$ cat src/rtl/aes_in_assembler.sv
// aes_in_assembler
//   Collects WORD_S-bit words from a valid/ready stream into a full AES key or
//   plaintext block, then starts one aes_top encryption and waits for it to
//   finish. The first word of a group chooses its type through in_key.
//   Words are packed big-endian: word 0 lands in the most significant bits.
//
// Ports
//   clk           rising-edge clock
//   reset         asynchronous active-high reset
//   in_data       input word
//   in_key        1 = key group, 0 = plaintext group (read on word 0 only)
//   in_valid      in_data/in_key valid
//   in_ready      a word is accepted when in_valid & in_ready at a rising edge
//   en            one-cycle start pulse to aes_top
//   aes_key       current key (bit 0 = MSB)
//   aes_plaintext current block (bit 0 = MSB)
//   en_o          aes_top completion pulse
//   key_valid     a complete key is held
//   busy          a block has been issued and has not yet completed
//   key_err       one-cycle pulse: plaintext group completed with no key
module aes_in_assembler #(
    parameter int WORD_S = 32,
    parameter int KEY_S  = 128,
    parameter int BLK_S  = 128
) (
    input  logic              clk,
    input  logic              reset,
    input  logic [WORD_S-1:0] in_data,
    input  logic              in_key,
    input  logic              in_valid,
    output logic              in_ready,
    output logic              en,
    output logic [0:KEY_S-1]  aes_key,
    output logic [0:BLK_S-1]  aes_plaintext,
    input  logic              en_o,
    output logic              key_valid,
    output logic              busy,
    output logic              key_err
);

    localparam int NK   = KEY_S / WORD_S;
    localparam int NW   = BLK_S / WORD_S;
    localparam int MAXW = (NK > NW) ? NK : NW;
    localparam int CW   = (MAXW > 1) ? $clog2(MAXW) : 1;

    localparam logic [CW-1:0] LAST_KEY = CW'(NK - 1);
    localparam logic [CW-1:0] LAST_PT  = CW'(NW - 1);

    typedef enum logic [2:0] {
        IDLE,
        LOAD_KEY,
        LOAD_PT,
        ISSUE,
        WAIT
    } state_t;

    state_t          state;
    logic [CW-1:0]   cnt;
    logic [0:KEY_S-1] key_shadow;
    logic [0:BLK_S-1] pt_shadow;

    logic             hs;
    logic             grp_key;
    logic             last;
    logic [0:KEY_S-1] key_next;
    logic [0:BLK_S-1] pt_next;

    // Ready only in the loading states; forced low while reset is held so
    // nothing is accepted until the first cycle after release.
    assign in_ready = ~reset & ((state == IDLE) | (state == LOAD_KEY) | (state == LOAD_PT));
    assign hs       = in_valid & in_ready;

    // In IDLE the group type comes from the current word; afterwards it is
    // implied by the loading state, so in_key on later words is ignored.
    assign grp_key = (state == IDLE) ? in_key : (state == LOAD_KEY);
    assign last    = grp_key ? (cnt == LAST_KEY) : (cnt == LAST_PT);

    // Shadow contents with the incoming word merged in at the counter
    // position; used both for staging and for the final copy on completion.
    always_comb begin
        key_next = key_shadow;
        pt_next  = pt_shadow;
        key_next[int'(cnt)*WORD_S +: WORD_S] = in_data;
        pt_next[int'(cnt)*WORD_S +: WORD_S]  = in_data;
    end

    always_ff @(posedge clk or posedge reset) begin
        if (reset) begin
            state         <= IDLE;
            cnt           <= '0;
            en            <= 1'b0;
            key_err       <= 1'b0;
            busy          <= 1'b0;
            key_valid     <= 1'b0;
            aes_key       <= '0;
            aes_plaintext <= '0;
            key_shadow    <= '0;
            pt_shadow     <= '0;
        end else begin
            en      <= 1'b0;
            key_err <= 1'b0;
            case (state)
                IDLE, LOAD_KEY, LOAD_PT: begin
                    if (hs) begin
                        if (grp_key) key_shadow <= key_next;
                        else         pt_shadow  <= pt_next;

                        if (last) begin
                            cnt <= '0;
                            if (grp_key) begin
                                // Key becomes visible only as a whole group.
                                aes_key   <= key_next;
                                key_valid <= 1'b1;
                                state     <= IDLE;
                            end else if (key_valid) begin
                                aes_plaintext <= pt_next;
                                en            <= 1'b1;
                                busy          <= 1'b1;
                                state         <= ISSUE;
                            end else begin
                                // No key yet: drop the block and flag it.
                                key_err <= 1'b1;
                                state   <= IDLE;
                            end
                        end else begin
                            cnt   <= cnt + 1'b1;
                            state <= grp_key ? LOAD_KEY : LOAD_PT;
                        end
                    end
                end
                ISSUE: begin
                    state <= WAIT;
                end
                WAIT: begin
                    // aes_key/aes_plaintext are frozen here since no input is
                    // accepted until the cycle after en_o.
                    if (en_o) begin
                        busy  <= 1'b0;
                        state <= IDLE;
                    end
                end
                default: begin
                    state <= IDLE;
                    cnt   <= '0;
                    busy  <= 1'b0;
                end
            endcase
        end
    end

endmodule

$ cat config.mk
export PLATFORM = sky130hd
export DESIGN_NAME = aes_in_assembler
export DESIGN_NICKNAME = d
export VERILOG_FILES = /design/src/rtl/aes_in_assembler.sv
export SDC_FILE = /design/constraint.sdc
export NUM_CORES = 1
export LEC_CHECK = 0
export ABC_AREA = 1
export BUFFER_PORTS_ARGS = -buffer_cell sky130_fd_sc_hd__clkbuf_2
export CAP_MARGIN = 40
export CORE_MARGIN = 1
export CORE_UTILIZATION = 60
export CTS_CLUSTER_DIAMETER = 40
export DETAILED_ROUTE_END_ITERATION = 10
export HOLD_SLACK_MARGIN = 0.08
export PLACE_DENSITY = 0.84
export SYNTH_ARGS = -nofsm -noshare
export SYNTH_HDL_FRONTEND = slang
export SYNTH_SLANG_ARGS = --single-unit
$ cat constraint.sdc
create_clock -name clk -period 35.3 [get_ports clk]
set_clock_uncertainty 0.15 [all_clocks]
set_input_delay 5.295 -clock clk [delete_from_list [all_inputs] [get_ports clk]]
set_output_delay 5.295 -clock clk [all_outputs]
set_load 0.02 [all_outputs]
; After elaboration in Yosys (flattened, before gate mapping)
; Index checks and enable logic that the tools add are counted.
[word_totals]
wordCells = 72
mem_bits_rw = 0
mem_count = 0
out_inout_bits = 261
input_bits = 37
latchBits = 0
mem_bits_ro = 0
ff_bits = 521
[classes]
n_eq_ne = 10
shifts = 2
reduce_logical = 10
mux = 29
add_sub_neg = 2
mul = 0
div = 0
n_lt_le_gt_ge = 0
bitwise = 9
[op_table]
columns = op, count
row1 = $bwmux 128, 2
row2 = $shift 129x33->128 const A, 1
row3 = $shiftx 129x33->128, 1
row4 = $neg 32->33, 1
row5 = $not 7->32, 1
row6 = $mux 1, 16
row7 = $mux 2, 5
row8 = $ne 2x2->1 const B, 5
row9 = $mux 3, 3
row10 = $pmux 3 s3, 1
row11 = $eq 3x2->1 const B, 2
row12 = $reduce_and 3->1, 2
row13 = $reduce_and 6->1, 1
row14 = $reduce_and 5->1, 1
row15 = $not 1->1, 4
row16 = $pmux 2 s2, 1
row17 = $reduce_and 2->1, 2
row18 = $reduce_and 4->1, 1
row19 = $eq 3x1->1 const B, 1
row20 = $eq 3x3->1 const B, 1
row21 = $logic_not 3->1, 1
row22 = $pmux 1 s3, 1
row23 = $reduce_or 3->1, 1
row24 = $add 2x1->2 const B, 1
row25 = other kinds (4), 6

; Longest topological paths before layout
; Gate-level depths: netlist of run 1.
[logic_depth]
depth_word = 7
mapped_depth = 13
depth_no_buf = 8

; Worst setup path after synthesis of run 1
; Ideal clock, no wire load.
[synth_path]
path_type = input to register
startpoint = input port reset
endpoint = register cnt[1]
setup_ns = 0.134
required_time_ns = 35.016
path_buffers = 0
arrival_time_ns = 17.423
path_stages = 4
path_slack_ns = 17.592
cell_sequence = inv_1 -> a21oi_1 -> o21ai_0 -> nand2_1
[synth_via]
elab_chain_cells = 5
[synth_lines]
columns = item, line_no
row1 = "start, declared", 27  ; input logic reset,
row2 = $not 1->1, 70  ; assign in_ready = ~reset & ((state == IDLE) | (state == LOAD_KEY) | (state == LOAD_PT));
row3 = $and 1x1->1, 70
row4 = $and 1x1->1, 71  ; assign hs = in_valid & in_ready;
row5 = $ne 2x2->1 (no source line), --
row6 = $reduce_and 2->1 (no source line), --
row7 = "end signal, assigned", 126  ; cnt <= cnt + 1'b1;
row8 = "end, declared", 58  ; logic [CW-1:0] cnt;
; Every way passes these cells.
; A chain may end at the register's enable or synchronous reset.

; Worst setup path in the final report of run 1
[layout_path]
startpoint = input port reset
endpoint = output port in_ready
[layout_via]
elab_chain_cells = 2
[layout_lines]
columns = item, line_no
row1 = $not 1->1, 70
row2 = $and 1x1->1, 70
row3 = "end, declared", 31  ; output logic in_ready,
; Every way passes these cells.

==> flow_metrics.py, run 1 <==
metrics = {
    "logic_synthesis": {
        "yosysTopAreaCellShare": 0.575,
        "yosys_warnings": 0,
        "synth.cell_area_sq_um": 22700,
        "synthesis.instances": 2758,
        "synth_area_leader_cell": "dfrtp_1",
        "synthDistinctLibCells": 21,
        "ys_seq_area_frac": 0.575,
        "syn_area_per_cell_sq_um": 8.23,
        "synth-seq-cells": 521,
        "synth_area_leaders": "dfrtp_1 57%, nand2_1 17%, o21ai_0 8.7%",
        "syn-num-nets": 2799,
    },
    "clock_network": {
        "cts_resized": 0,
        "cts_buffers": 59,
        "clk_path_buf_depth": 3,
        "clock_sinks": 521,
        "ctsHoldBuffers": 0,
        "cts-root-buf": "clkbuf_16",
        "path_clk_slew_ns": 0.06,
        "cts_tree": "done",
        "cts_htree_levels": 2,
        "post_cts_buffers": 0,
        "clk_latency_ns": 0.61,
    },
    "floorplan": {
        "chipHeight_microns": 196,
        "dieArea_sq_um": 38600,
        "pin_count": 298,
        "rows": 70,
        "die_x_microns": 196,
        "core_sq_um": 36900,
        "initial_core_util": 0.615,
    },
    "pwr": {
        "p_int_mw": 1.44,
        "worst_ir_drop_vdd_v": 0.0000587,
        "power_leakage_nw": 13.8,
        "total_power_mw": 2.41,
        "combPwrFrac": 0.349,
        "seq_power_share": 0.388,
        "power_density_nw_per_um2": 90.9,
        "p_switching_uw": 970,
        "switching_share": 0.402,
        "pwr-share-clk": 0.263,
    },
    "drt": {
        "drc": 0,
        "firstDrtPassIters": 8,
        "wl_mm": 66.5,
        "vias_per_cell": 5.77,
        "dr.first_iter.drc_count": 2145,
        "num_vias": 20300,
        "antenna_left": 0,
        "wl_per_cell_microns": 18.9,
    },
    "final_layout": {
        "num-fill-cells": 2672,
        "nets": 3013,
        "fin_area_sq_um": 26500,
        "final_layout_size_suffix_gt1_frac": 0.150,
        "area_delta_synth_final_pct": 16.8,
        "final_cell_mix": "1011 x nand2_1, 520 x dfrtp_1, 394 x o21ai_0",
        "final_common_cell": "nand2_1",
    },
    "flow_run": {
        "drv_cap": 0,
    },
    "worst_setup_path": {
        "worstPathArrival_ns": 5.83,
        "ff2ff_path_depth": 10,
        "crit_required_ns": 29.85,
        "cpMaxStageDelayCell": "clkbuf_2",
        "critical_path.max_fanout": 4,
        "worst_path_most_repeated_cell": "clkbuf_2",
        "path_cells": "clkbuf_2, nor2_4, clkbuf_2",
        "start_kind": "primary input",
        "crit_type": "primary input to output port",
        "cpPeakStageDelay_ns": 0.22,
        "endpoint_kind": "output port",
    },
    "global_route": {
        "antenna_found_initial": 2,
        "track_usage": 0.350,
        "first_global_vias": 20000,
        "grt_pass1_wl_mm": 105,
        "grt-ovfl-total": 0,
        "grt_max_degree": 104,
    },
    "sta": {
        "min_period_over_period": 0.320,
        "setup_viol_count_final": 0,
        "finalCriticalPeriod_ns": 11.28,
        "final-max-slew-violation-count": 0,
        "finalHoldViolCount": 0,
        "worst_pin_slew_ns": 0.928,
        "slew_headroom": 0.381,
        "rsz0062_at_grt": "no",
        "max_freq_mhz": 88.7,
        "finalSetupTns_ns": 0,
    },
    "status": {
        "status": "finished clean",
    },
    "place": {
        "io_buffers": 297,
        "hpwl_mm": 42.4,
        "dpl-instance-area_sq_um": 24500,
        "gp_congestion": 0.874,
    },
    "hold_path": {
        "min_delay_path_depth": 2,
        "hold_class": "flip-flop to flip-flop",
    },
}
cell usage after synthesis (all sizes together):
cell type  number
nand2        1016
dfrtp         521
o21ai         452
inv           304
nand3         166
buf           130
o22ai          64
clkbuf         50
nor2           46
ha              4
a21oi           2
nor3            1
nor4            1
o211ai          1
path summary, 6_finish.rpt:
check                                                from                             end  slack, ns
min                        aes_plaintext[126]$_DFFE_PP0P_  aes_plaintext[126]$_DFFE_PP0P_       0.32
max                                                 reset                        in_ready      24.02
min in group asynchronous                           reset   aes_plaintext[95]$_DFFE_PP0P_       4.61
max reg2reg                          state[1]$_DFFE_PP0P_          aes_key[8]$_DFFE_PP0P_      31.44
max in group asynchronous                           reset   aes_plaintext[61]$_DFFE_PP0P_      28.19
min reg2reg                aes_plaintext[126]$_DFFE_PP0P_  aes_plaintext[126]$_DFFE_PP0P_       0.32
registers in the layout (all words and copies together), names as in the netlist:
name and cells:
aes_key 128, aes_plaintext 128, busy 1, cnt 2
en 1, key_err 1, key_shadow 128, key_valid 1
pt_shadow 128, state 3
final cells by class:
cell class | count | area, sq um | share of cell area
Clock inverter | 29 | 353 | 0.0133
Sequential cell | 521 | 13000 | 0.492
Multi-Input combinational cell | 1753 | 7640 | 0.288
Inverter | 304 | 1150 | 0.0433
Clock buffer | 76 | 1670 | 0.0631
Tap cell | 504 | 631 | 0.0238
Timing Repair Buffer | 333 | 2010 | 0.0757
Antenna cell | 2 | 5.00 | 0.000189
power by group through the flow:
stage / combinational [mW] / sequential (mW) / clock, mW
after global routing: 0.924 / 0.955 / 0.661
after detailed placement: 0.818 / 0.939 / 0
after floorplan: 0.451 / 1.03 / 0
after CTS: 0.833 / 0.933 / 0.637
after global placement: 0.770 / 0.930 / 0
final: 0.841 / 0.935 / 0.634
worst max-delay path, delay by kind of cell:
family | cells | cell delay [ns]
buffers and inverters | 2 | 0.39
AND/OR/NAND/NOR | 1 | 0.15
logic make-up after synthesis:
group           Yosys count  synth area share
flops                   521             0.575
fa+ha+maj                 4           0.00221
simple gates           1230             0.214
buf+inv                 484            0.0908
compound gates          519             0.118
routing by layer:
metal / global-route usage / wire, microns / up-vias
met5: 0 / 0 / -
met4: 0.220 / 3980 / 0
met3: 0.0719 / 6660 / 251
met2: 0.541 / 30400 / 1229
met1: 0.456 / 25500 / 9729
li1: - / - / 9106
stage by stage:
| stage | hold slack [ns] | setup WS [ns] | std cells | util |
|---|---|---|---|---|
| finish | 0.320 | 24.02 | 3522 | 0.719 |
| global route | 0.345 | 24.00 | 3522 | 0.719 |
| CTS | 0.324 | 24.03 | 3520 | 0.719 |
| detailed placement | 0.308 | 24.03 | 3415 | 0.664 |
| global placement | 0.303 | 24.04 | 3401 | 0.654 |
| floorplan | 0.333 | 15.28 | 2758 | - |
Note: power is estimated with default switching activity, not from simulation.
==> run 2, diff against run 1 <==
--- a/config.mk
+++ b/config.mk
@@ -5,15 +5,15 @@
 export SDC_FILE = /design/constraint.sdc
 export NUM_CORES = 1
 export LEC_CHECK = 0
-export ABC_AREA = 1
+export ABC_AREA = 0
 export BUFFER_PORTS_ARGS = -buffer_cell sky130_fd_sc_hd__clkbuf_2
 export CAP_MARGIN = 40
 export CORE_MARGIN = 1
-export CORE_UTILIZATION = 60
+export CORE_UTILIZATION = 57
 export CTS_CLUSTER_DIAMETER = 40
 export DETAILED_ROUTE_END_ITERATION = 10
 export HOLD_SLACK_MARGIN = 0.08
-export PLACE_DENSITY = 0.84
+export PLACE_DENSITY = 0.82
 export SYNTH_ARGS = -nofsm -noshare
 export SYNTH_HDL_FRONTEND = slang
 export SYNTH_SLANG_ARGS = --single-unit
==> constraint.sdc (replaced) <==
create_clock -name clk -period 11.7 [get_ports clk]
set_clock_uncertainty 0.15 [all_clocks]
set_input_delay 1.755 -clock clk [delete_from_list [all_inputs] [get_ports clk]]
set_output_delay 1.755 -clock clk [all_outputs]
set_load 0.02 [all_outputs]
==> run 2 against run 1 <==
  * Worst hold slack better by 0.014 ns
  * Critical path depth up 1
  * Cell count down 33%
  * Sequential share of layout area about the same
  * Combinational power rose to 2.6 times the previous value
  * Worst setup slack worse by 17 ns
  * Synthesized area down 12%
  * Cell area down 12%
  * Die area down 7.3%
  * Non-clock buffer count unchanged
  * First-iteration DRC count up 8.2%
  * Critical path type unchanged
  * Largest cell class unchanged
==> flow_metrics.py, run 2 <==
metrics = {
    "sta": {
        "rsz0062_at_grt": "no",
        "setup_viol_count_final": 0,
        "worst_pin_slew_ns": 1.20,
        "finalCriticalPeriod_ns": 4.33,
        "finalSetupTns_ns": 0,
        "max_freq_mhz": 231,
        "min_period_over_period": 0.370,
        "finalHoldViolCount": 0,
        "fin_ws_ns": 7.37,
        "slew_headroom": 0.201,
        "final-max-slew-violation-count": 0,
    },
    "logic_synthesis": {
        "synth_xor_area_frac": 0,
        "synth_edf_count": 0,
        "synth_area_leader_cell": "dfrtp_1",
        "async_reset_ff_frac": 1.00,
        "syn-num-nets": 1740,
        "synth-seq-cells": 457,
        "synth_top_family_by_area": "compound AO/OA/AOI/OAI gates",
        "ys.flop_type": "dfrtp_1",
        "yosys.area_share.simple": 0.0766,
        "synth-compound-area-share": 0.212,
        "yosys_warnings": 0,
        "syn_area_per_cell_sq_um": 11.8,
        "synthDistinctLibCells": 40,
        "synth_top_cells_by_count": "457 x dfrtp_1, 224 x a31oi_1, 136 x clkbuf_1",
        "synth.most_common_cell": "dfrtp_1",
        "synth.cell_area_sq_um": 20000,
        "ys_seq_area_frac": 0.573,
        "muxShareOfSynthArea": 0.0722,
        "synthesis.instances": 1699,
        "yosysTopAreaCellShare": 0.573,
        "synth_fa_ha_area_frac": 0.00251,
        "synth_area_leaders": "dfrtp_1 57%, a31oi_1 7.0%, o2bb2ai_1 5.6%",
    },
    "drt": {
        "drc": 0,
        "antenna_left": 0,
        "num_vias": 16000,
        "firstDrtPassIters": 6,
        "wl_mm": 60.3,
        "dr.first_iter.drc_count": 2320,
        "wl_per_cell_microns": 25.5,
        "vias_per_cell": 6.75,
    },
    "pwr": {
        "seq_power_share": 0.395,
        "combPwrFrac": 0.350,
        "switching_share": 0.390,
        "power_density_nw_per_um2": 273,
        "p_switching_mw": 2.47,
        "pwr-share-clk": 0.255,
        "worst_ir_drop_vdd_v": 0.000160,
        "power_leakage_nw": 10.8,
        "total_power_mw": 6.35,
        "p_int_mw": 3.87,
    },
    "clock_network": {
        "cts_htree_levels": 2,
        "post_cts_buffers": 0,
        "cts_resized": 0,
        "cts-root-buf": "clkbuf_16",
        "clock_sinks": 457,
        "cts_tree": "done",
        "ctsHoldBuffers": 0,
        "cts_buffers": 53,
        "path_clk_slew_ns": 0.06,
        "clk_path_buf_depth": 3,
        "clk_latency_ns": 0.57,
    },
    "place": {
        "io_buffers": 297,
        "dpl-instance-area_sq_um": 21500,
        "dp_slack_ns": 7.15,
        "gp_congestion": 0.884,
        "dp_cells": 2269,
        "hpwl_mm": 36.0,
    },
    "worst_setup_path": {
        "endpoint_kind": "output port",
        "setup.reg_to_reg.worst_slack_ns": 8.31,
        "r2r_start": "cnt[0]$_DFFE_PP0P_",
        "r2r-end": "aes_key[65]$_DFFE_PP0P_",
        "cpPeakStageDelay_ns": 0.23,
        "crit_family": "buffers and inverters",
        "path_cells": "clkbuf_2, clkinvlp_4, and2_1, clkbuf_2",
        "ff2ff_path_depth": 7,
        "critical_path.max_fanout": 7,
        "worst-path-stages": 4,
        "cpMaxStageDelayCell": "and2_1",
        "worst_path_most_repeated_cell": "clkbuf_2",
        "path_buf_inv": 3,
        "setup.worst_path.start": "reset",
        "crit_type": "primary input to output port",
        "start_kind": "primary input",
        "worstPathArrival_ns": 2.42,
        "crit_required_ns": 9.80,
    },
    "final_layout": {
        "final_cells": 2364,
        "num-fill-cells": 2571,
        "final_cell_mix": "455 x dfrtp_1, 297 x clkbuf_2, 224 x a31oi_1",
        "area_delta_synth_final_pct": 16.5,
        "nets": 1910,
        "fin_area_sq_um": 23300,
        "largestRegisters": "aes_key (128), aes_plaintext (128)",
        "final_common_cell": "dfrtp_1",
        "final_layout_size_suffix_gt1_frac": 0.249,
    },
    "hold_path": {
        "hold_class": "flip-flop to flip-flop",
        "min_delay_path_depth": 2,
        "min_to": "busy$_DFFE_PP0P_",
        "min_from": "busy$_DFFE_PP0P_",
    },
    "global_route": {
        "grt-ovfl-total": 0,
        "first_global_vias": 15300,
        "track_usage": 0.338,
        "grt_pass1_wl_mm": 92.5,
        "antenna_found_initial": 7,
        "grt_max_degree": 211,
    },
    "floorplan": {
        "rows": 68,
        "chipHeight_microns": 189,
        "dieArea_sq_um": 35800,
        "core_sq_um": 34500,
        "die_x_microns": 189,
        "initial_core_util": 0.578,
        "pin_count": 298,
    },
    "status": {
        "status": "finished clean",
    },
    "flow_run": {
        "drv_cap": 0,
    },
}
## run 2: per-stage QoR
step / util / hold slack (ns)
after floorplan: - / 0.306
after global placement: 0.616 / 0.314
after detailed placement: 0.623 / 0.323
after CTS: 0.673 / 0.341
after global routing: 0.673 / 0.349
final: 0.673 / 0.334
## run 2: cell families after synthesis
| kind of cell | after synthesis |
|---|---|
| AOI/OAI and AO/OA | 586 |
| DFF | 457 |
| adders and majority gates | 4 |
| buffers and inverters | 288 |
| muxes | 128 |
| and+or+nand+nor | 236 |
## run 2: cell type report
cell class / count / area, sq um / share of cell area
Clock buffer: 66 / 1490 / 0.0638
Tap cell: 455 / 569 / 0.0245
Clock inverter: 27 / 234 / 0.0101
Inverter: 70 / 267 / 0.0115
Multi-Input combinational cell: 954 / 7310 / 0.314
Timing Repair Buffer: 333 / 1950 / 0.0839
Sequential cell: 457 / 11400 / 0.492
Antenna cell: 2 / 5.00 / 0.000215
## run 2: worst min-delay path, stage by stage, from the launching register on
cell and delay, ns:
dfrtp_1 0.34, nand2_1 0.05, nand2_1 0.05
## run 2: worst max path at each step
stage / endpoint / slack, ns
2_1_floorplan: in_ready / 0.53
3_3_place_gp: aes_plaintext[78]$_DFFE_PP0P_ / 6.77
3_5_place_dp: aes_plaintext[114]$_DFFE_PP0P_ / 7.15
4_1_cts: in_ready / 7.40
5_1_grt: in_ready / 7.36
6_report: in_ready / 7.37
## run 2: power groups by stage
stage | Sequential (mW) | Combinational [mW] | Clock, mW
3_3_place_gp | 2.49 | 2.09 | 0
6_report | 2.51 | 2.22 | 1.62
3_5_place_dp | 2.51 | 2.19 | 0
2_1_floorplan | 2.72 | 1.23 | 0
4_1_cts | 2.49 | 2.20 | 1.63
5_1_grt | 2.56 | 2.39 | 1.70
## run 2: metal layers
layer	track usage	wire length (microns)	vias to the layer above	share of wire
li1	-	-	6691	-
met1	0.468	23500	8057	0.39
met2	0.476	26300	998	0.44
met3	0.0906	6440	207	0.11
met4	0.207	4030	10	0.067
met5	0	76	-	0.0013
